**config.mk**
```make
export PLATFORM = sky130hd
export DESIGN_NAME = fleet_controller
export DESIGN_NICKNAME = d
export VERILOG_FILES = /design/src/rtl/fleet_controller_pkg.sv /design/src/rtl/fleet_span.sv /design/src/rtl/fleet_controller.sv
export SDC_FILE = /design/constraint.sdc
export NUM_CORES = 1
export LEC_CHECK = 0
export CAP_MARGIN = 20
export CORE_MARGIN = 1.5
export CORE_UTILIZATION = 35
export CTS_BUF_LIST = sky130_fd_sc_hd__clkbuf_2 sky130_fd_sc_hd__clkbuf_4 sky130_fd_sc_hd__clkbuf_8
export DETAILED_ROUTE_END_ITERATION = 8
export PLACE_DENSITY = 0.62
export SLEW_MARGIN = 10
export SYNTH_ARGS = -nofsm -noshare
export SYNTH_HDL_FRONTEND = slang
export SYNTH_SLANG_ARGS = --single-unit
export TNS_END_PERCENT = 100
```
**constraint.sdc**
```tcl
create_clock -name clk -period 5.9 [get_ports clk]
set_input_delay 0.885 -clock clk [delete_from_list [all_inputs] [get_ports clk]]
set_output_delay 0.885 -clock clk [all_outputs]
set_load 0.005 [all_outputs]
```
**src/rtl/fleet_controller_pkg.sv**
```systemverilog
// fleet_controller_pkg: shared state enum and default geometry for the alien fleet
// Holds the controller state type, the default fleet geometry and the alive-mask width.
package fleet_controller_pkg;
  typedef enum logic [1:0] {RUN, CLEARED, LANDED} fleetState_t;
  localparam int N_COLS_D = 8;
  localparam int N_ROWS_D = 4;
  localparam int PITCH_X_D = 32;
  localparam int PITCH_Y_D = 24;
  localparam int X_START_D = 64;
  localparam int Y_START_D = 32;
  localparam int STEP_X_D = 8;
  localparam int STEP_Y_D = 16;
  localparam int X_MAX_D = 640;
  localparam int Y_LIMIT_D = 400;
  localparam int MASK_W = N_COLS_D * N_ROWS_D;
endpackage

```
**src/rtl/fleet_span.sv**
```systemverilog
// fleet_span: extent of the living fleet, derived combinationally from the alive mask
// Ports: aliveMask (bit row*N_COLS+col) in; leftCol/rightCol = outermost occupied
// columns, bottomRow = lowest occupied row, empty = no alien alive.
module fleet_span #(
  parameter int N_COLS = 8,
  parameter int N_ROWS = 4,
  localparam int CW = N_COLS > 1 ? $clog2(N_COLS) : 1,
  localparam int RW = N_ROWS > 1 ? $clog2(N_ROWS) : 1
) (
  input  logic [N_ROWS*N_COLS-1:0] aliveMask,
  output logic [CW-1:0]            leftCol,
  output logic [CW-1:0]            rightCol,
  output logic [RW-1:0]            bottomRow,
  output logic                     empty
);
  logic [N_COLS-1:0] colAny;
  logic [N_ROWS-1:0] rowAny;
  for (genvar c = 0; c < N_COLS; c++) begin : g_col
    logic [N_ROWS-1:0] bits;
    for (genvar r = 0; r < N_ROWS; r++) begin : g_row
      assign bits[r] = aliveMask[r*N_COLS+c];
    end
    assign colAny[c] = |bits;
  end
  for (genvar r = 0; r < N_ROWS; r++) begin : g_rowAny
    assign rowAny[r] = |aliveMask[r*N_COLS +: N_COLS];
  end
  assign empty = ~|aliveMask;
  // Scan directions are chosen so the last hit wins: lowest column for left,
  // highest column for right, highest row for bottom.
  always_comb begin
    leftCol = '0;
    rightCol = '0;
    bottomRow = '0;
    for (int i = N_COLS - 1; i >= 0; i--) if (colAny[i]) leftCol = CW'(i);
    for (int i = 0; i < N_COLS; i++) if (colAny[i]) rightCol = CW'(i);
    for (int i = 0; i < N_ROWS; i++) if (rowAny[i]) bottomRow = RW'(i);
  end
endmodule

```
**src/rtl/fleet_controller.sv**
```systemverilog
// fleet_controller: zig-zag movement, hit bookkeeping and end-of-wave status of the alien fleet
// Ports: clk, reset (sync, active-high); stepTick/frameStart movement pulses; killValid/
// killRow/killCol hit report; restart new wave. Registered outputs: xFleet/yFleet origin,
// aliveMask, dirRight, fleetCleared, fleetLanded, killCount (saturating, kept over restart).
module fleet_controller
  import fleet_controller_pkg::*;
#(
  parameter int N_COLS = N_COLS_D,
  parameter int N_ROWS = N_ROWS_D,
  parameter int PITCH_X = PITCH_X_D,
  parameter int PITCH_Y = PITCH_Y_D,
  parameter int X_START = X_START_D,
  parameter int Y_START = Y_START_D,
  parameter int STEP_X = STEP_X_D,
  parameter int STEP_Y = STEP_Y_D,
  parameter int X_MAX = X_MAX_D,
  parameter int Y_LIMIT = Y_LIMIT_D
) (
  input  logic                     clk,
  input  logic                     reset,
  input  logic                     stepTick,
  input  logic                     frameStart,
  input  logic                     killValid,
  input  logic [1:0]               killRow,
  input  logic [2:0]               killCol,
  input  logic                     restart,
  output logic [9:0]               xFleet,
  output logic [9:0]               yFleet,
  output logic [N_ROWS*N_COLS-1:0] aliveMask,
  output logic                     dirRight,
  output logic                     fleetCleared,
  output logic                     fleetLanded,
  output logic [5:0]               killCount
);
  localparam int W = N_ROWS * N_COLS;
  localparam int CW = N_COLS > 1 ? $clog2(N_COLS) : 1;
  localparam int RW = N_ROWS > 1 ? $clog2(N_ROWS) : 1;
  fleetState_t state, stateNext;
  logic [9:0] xNext, yNext, yDesc;
  logic [W-1:0] maskNext, killBit;
  logic [5:0] countNext;
  logic dirNext, pending, pendingNext, doStep, doStepNext, clearedNext, landedNext;
  logic [CW-1:0] leftCol, rightCol;
  logic [RW-1:0] bottomRow;
  logic empty, inRange, killHit, edgeHit, landHit;
  logic [15:0] rightEdge, leftEdge, landEdge;

  fleet_span #(.N_COLS(N_COLS), .N_ROWS(N_ROWS)) span (
    .aliveMask(aliveMask),
    .leftCol(leftCol),
    .rightCol(rightCol),
    .bottomRow(bottomRow),
    .empty(empty)
  );

  // Span comes from the registered mask, so a same-cycle kill never alters this step.
  assign rightEdge = 16'(xFleet) + (16'(rightCol) + 16'd1) * 16'(PITCH_X) + 16'(STEP_X);
  assign leftEdge = 16'(xFleet) + 16'(leftCol) * 16'(PITCH_X);
  assign edgeHit = dirRight ? rightEdge > 16'(X_MAX) : leftEdge < 16'(STEP_X);
  assign yDesc = yFleet + 10'(STEP_Y);
  assign landEdge = 16'(yDesc) + (16'(bottomRow) + 16'd1) * 16'(PITCH_Y);
  assign landHit = landEdge >= 16'(Y_LIMIT);
  // Column check matters when N_COLS is not a power of two: it stops aliasing into the next row.
  assign inRange = int'(killRow) < N_ROWS && int'(killCol) < N_COLS;
  assign killBit = W'(1) << (int'(killRow) * N_COLS + int'(killCol));
  assign killHit = killValid && inRange && !empty && |(aliveMask & killBit);

  always_comb begin
    stateNext = state;
    xNext = xFleet;
    yNext = yFleet;
    dirNext = dirRight;
    maskNext = aliveMask;
    countNext = killCount;
    pendingNext = pending;
    doStepNext = 1'b0;
    clearedNext = fleetCleared;
    landedNext = fleetLanded;
    if (restart) begin
      stateNext = RUN;
      xNext = 10'(X_START);
      yNext = 10'(Y_START);
      dirNext = 1'b1;
      maskNext = '1;
      pendingNext = 1'b0;
      clearedNext = 1'b0;
      landedNext = 1'b0;
    end else if (state == RUN) begin
      // Ticks collapse into one pending step; frameStart hands it to doStep for the next cycle.
      pendingNext = frameStart ? 1'b0 : pending | stepTick;
      doStepNext = frameStart & (pending | stepTick);
      if (doStep) begin
        xNext = edgeHit ? xFleet : dirRight ? xFleet + 10'(STEP_X) : xFleet - 10'(STEP_X);
        yNext = edgeHit ? yDesc : yFleet;
        dirNext = edgeHit ? !dirRight : dirRight;
        stateNext = edgeHit && landHit ? LANDED : state;
      end
      // Evaluated after the step so clearing the last alien overrides a simultaneous landing.
      if (killHit) begin
        maskNext = aliveMask & ~killBit;
        countNext = killCount == 6'd63 ? killCount : killCount + 6'd1;
        stateNext = maskNext == '0 ? CLEARED : stateNext;
      end
      clearedNext = stateNext == CLEARED;
      landedNext = stateNext == LANDED;
    end
  end

  always_ff @(posedge clk) begin
    if (reset) begin
      state <= RUN;
      xFleet <= 10'(X_START);
      yFleet <= 10'(Y_START);
      dirRight <= 1'b1;
      aliveMask <= '1;
      killCount <= '0;
      pending <= 1'b0;
      doStep <= 1'b0;
      fleetCleared <= 1'b0;
      fleetLanded <= 1'b0;
    end else begin
      state <= stateNext;
      xFleet <= xNext;
      yFleet <= yNext;
      dirRight <= dirNext;
      aliveMask <= maskNext;
      killCount <= countNext;
      pending <= pendingNext;
      doStep <= doStepNext;
      fleetCleared <= clearedNext;
      fleetLanded <= landedNext;
    end
  end
endmodule

```
==> out/metrics.yaml <==
sta:
  max_slew_margin: 0.315
  rsz0062_at_grt: "false"
  fmax_ghz: 0.239
  hold_viol: 0
  setup_viol: 0
  finalWorstSetupSlack_ps: 1710
  clock_skew_ps: 12.5
  setup-tns-final_ps: 0
  tightest_slew_ps: 1020
  fin_crit_sh: 0.710
  min_period_ps: 4190
  maxSlewViolCount: 0
die:
  ios: 72
  die_width_microns: 114
  rows: 40
  die-height_microns: 114
  core_region_area_sq_mm: 0.0120
  die_area_sq_mm: 0.0130
  start_util: 0.360
critical_path:
  r2r-end: "yFleet[9]"
  crit_arrival_ps: 4470
  crit_type: "flop to flop"
  cp-start-kind: "flop"
  r2r-start: "aliveMask[2]"
  crit_end: "yFleet[9]"
  worst-r2r-cell-count: 14
  startpoint: "aliveMask[2]"
  end_kind: "flop"
  crit_required_ps: 6180
  path_max_fanout: 8
  r2r_slack_ps: 1710
synthesis:
  ys_ff_latch: 58
  async_reset_ff_frac: 0
  ys_seq_area_frac: 0.269
  synth_edf_count: 0
  yosysWarningCount: 0
  netlist_instances: 540
  syn_area_sq_mm: 0.00432
  synth_area_per_cell_sq_um: 8.00
  synth_flop_cell: "dfxtp_1"
  synth_cell_type_count: 72
layout:
  stdcell_area_sq_mm: 0.00519
  fillCellCount: 1224
  nets: 622
  area_growth_pct: 20.2
  final_util: 0.432
  drive_above_1_share: 0.0677
  diodes: 0
placed_design:
  place_area_sq_mm: 0.00499
  pre_cts_slack_ps: 1610
  hpwl_microns: 9580
  gp_congestion: 0.999
  port_buffers: 64
drt:
  drt-total-wl_microns: 13400
  dr.pass1.iters: 5
  viasPerCell: 6.12
  vias: 4514
  drt-initial-drc-count: 532
  ant_nets: 0
  routedWlPerCell_microns: 18.1
  drcViolationCount: 0
run:
  cap_violations: 0
clock_network:
  hold_buffers: 0
  cts_buffer_depth: 2
  cts_tree: "done"
  post_cts_buffers: 0
  numCtsBuffers: 9
  cts_resized: 0
  insertion_delay_ps: 350
  clkSinkCount: 58
  cts.root.buffer_cell: "clkbuf_8"
  clk_pin_slew_ps: 70
  htree_levels: 3
global_route:
  grt_pass1_wl_microns: 21900
  antenna_found_initial: 0
  grt.overflow.total: 0
  grt_pass1_vias: 4204
  grt_usage: 0.211
  grt_max_degree: 33
run_status:
  status: "completed"
worst_hold_path:
  hp-class: "flop to flop"
power_and_ir_drop:
  p_leak_uw: 0.00192
  powerDensity_mw_per_mm2: 167
  ir_drop_uv: 81.9
critical path, stage by stage, from the launching register on:
cell	delay (ps)
dfxtp_1	420
nor4_1	390
inv_1	100
o21ai_0	190
a21boi_0	100
o21ai_0	250
ha_1	290
ha_1	340
a21oi_1	220
a21boi_0	130
o21ai_0	230
mux2i_1	430
a31oi_1	330
or4_1	540
a21oi_1	150
through the flow:
stage	std cells	hold slack [ps]	power, uW
4_1_cts	738	489	876
2_1_floorplan	546	466	474
6_report	738	480	865
3_5_place_dp	722	481	497
5_1_grt	738	509	903
3_3_place_gp	722	482	497
placed cells by master, fill, tap and decap left out, types with 6 or more instances in the layout:
| cell type | n |
|---|---|
| nand3_1 | 19 |
| a21oi_1 | 21 |
| nand3b_1 | 6 |
| o31ai_1 | 32 |
| nor3_1 | 14 |
| nor2_1 | 23 |
| ha_1 | 22 |
| clkdlybuf4s50_1 | 64 |
| clkbuf_8 | 10 |
| xnor2_1 | 10 |
| o32ai_1 | 8 |
| nor4_1 | 23 |
| dfxtp_1 | 58 |
| o21ai_0 | 19 |
| conb_1 | 7 |
| or3_1 | 8 |
| nand2_1 | 60 |
| nand2b_1 | 9 |
| inv_1 | 27 |
| nor3b_1 | 7 |
| o41ai_1 | 14 |
| nand4_1 | 9 |
area by class of cell:
cell class / count / area, sq um / area share
tap: 147 / 184 / 0.0354
sequential: 58 / 1160 / 0.224
clock inverter: 5 / 53.8 / 0.0104
timing repair buffer: 69 / 678 / 0.131
clock buffer: 11 / 145 / 0.0279
multi-input combinational: 421 / 2870 / 0.553
inverter: 27 / 101 / 0.0195
power by group:
part           switching [uW]  internal (uW)
logic                    62.7           31.4
clock network             164            210
registers                3.71            394
worst min-delay path by stage:
| stage | slack (ps) | depth (start not counted) | to | startpoint |
|---|---|---|---|---|
| 2_1_floorplan | 470 | 2 | fleetCleared | fleetCleared |
| 3_3_place_gp | 480 | 2 | fleetLanded | fleetLanded |
| 3_5_place_dp | 480 | 2 | fleetLanded | fleetLanded |
| 4_1_cts | 490 | 2 | fleetLanded | fleetLanded |
| 5_1_grt | 510 | 2 | fleetLanded | fleetLanded |
| 6_report | 480 | 2 | fleetLanded | fleetLanded |
flip-flops by register name (all words and copies together) (netlist names):
signal / flops
dirRight: 1
fleetCleared: 1
killCount: 6
aliveMask: 32
yFleet: 6
state: 2
doStep: 1
fleetLanded: 1
xFleet: 7
pending: 1
metal layers:
layer  track usage  share of wire
met5             0              0
met4        0.0917          0.026
met3        0.0476          0.090
met2         0.312           0.42
met1         0.294           0.46
cell families (layout without fill, tap and decap cells):
group,count (synthesis),count (layout),share of synthesized area
other,1,7,0.000868
buffers and inverters,67,112,0.0730
DFF,58,58,0.269
xor gates and xnor gates,15,15,0.0304
and+or+nand+nor,217,217,0.272
adders and majority gates,25,25,0.0776
AOI/OAI and AO/OA,147,147,0.250
muxes,10,10,0.0272
cells in the mapped netlist (all sizes together), types with 2 or more instances:
cell type,instances,area (sq um)
nand2,60,225
dfxtp,58,1160
o31ai,32,240
inv,27,101
buf,26,161
nor2,24,90.1
nor4,23,144
o21ai,23,119
ha,22,275
a21oi,21,105
nand3,20,105
clkbuf,14,52.6
nor3,14,70.1
o41ai,14,123
o32ai,10,103
xnor2,10,87.6
nand2b,9,56.3
nand4,9,56.3
or3,8,50.1
nand3b,7,56.3
nor3b,7,52.6
or3b,6,52.6
or4,6,48.8
a21o,5,37.5
a31oi,5,31.3
and3,5,31.3
mux2i,5,50.1
o21a,5,37.5
xor2,5,43.8
a21boi,4,30.0
mux2,4,45.0
nor2b,4,25.0
nor4b,4,35.0
o22ai,4,25.0
o32a,4,40.0
or2,4,25.0
and2,3,18.8
fa,3,60.1
o211ai,3,36.3
a211oi,2,15.0
o21bai,2,15.0
(Power assumes the default switching activity.)
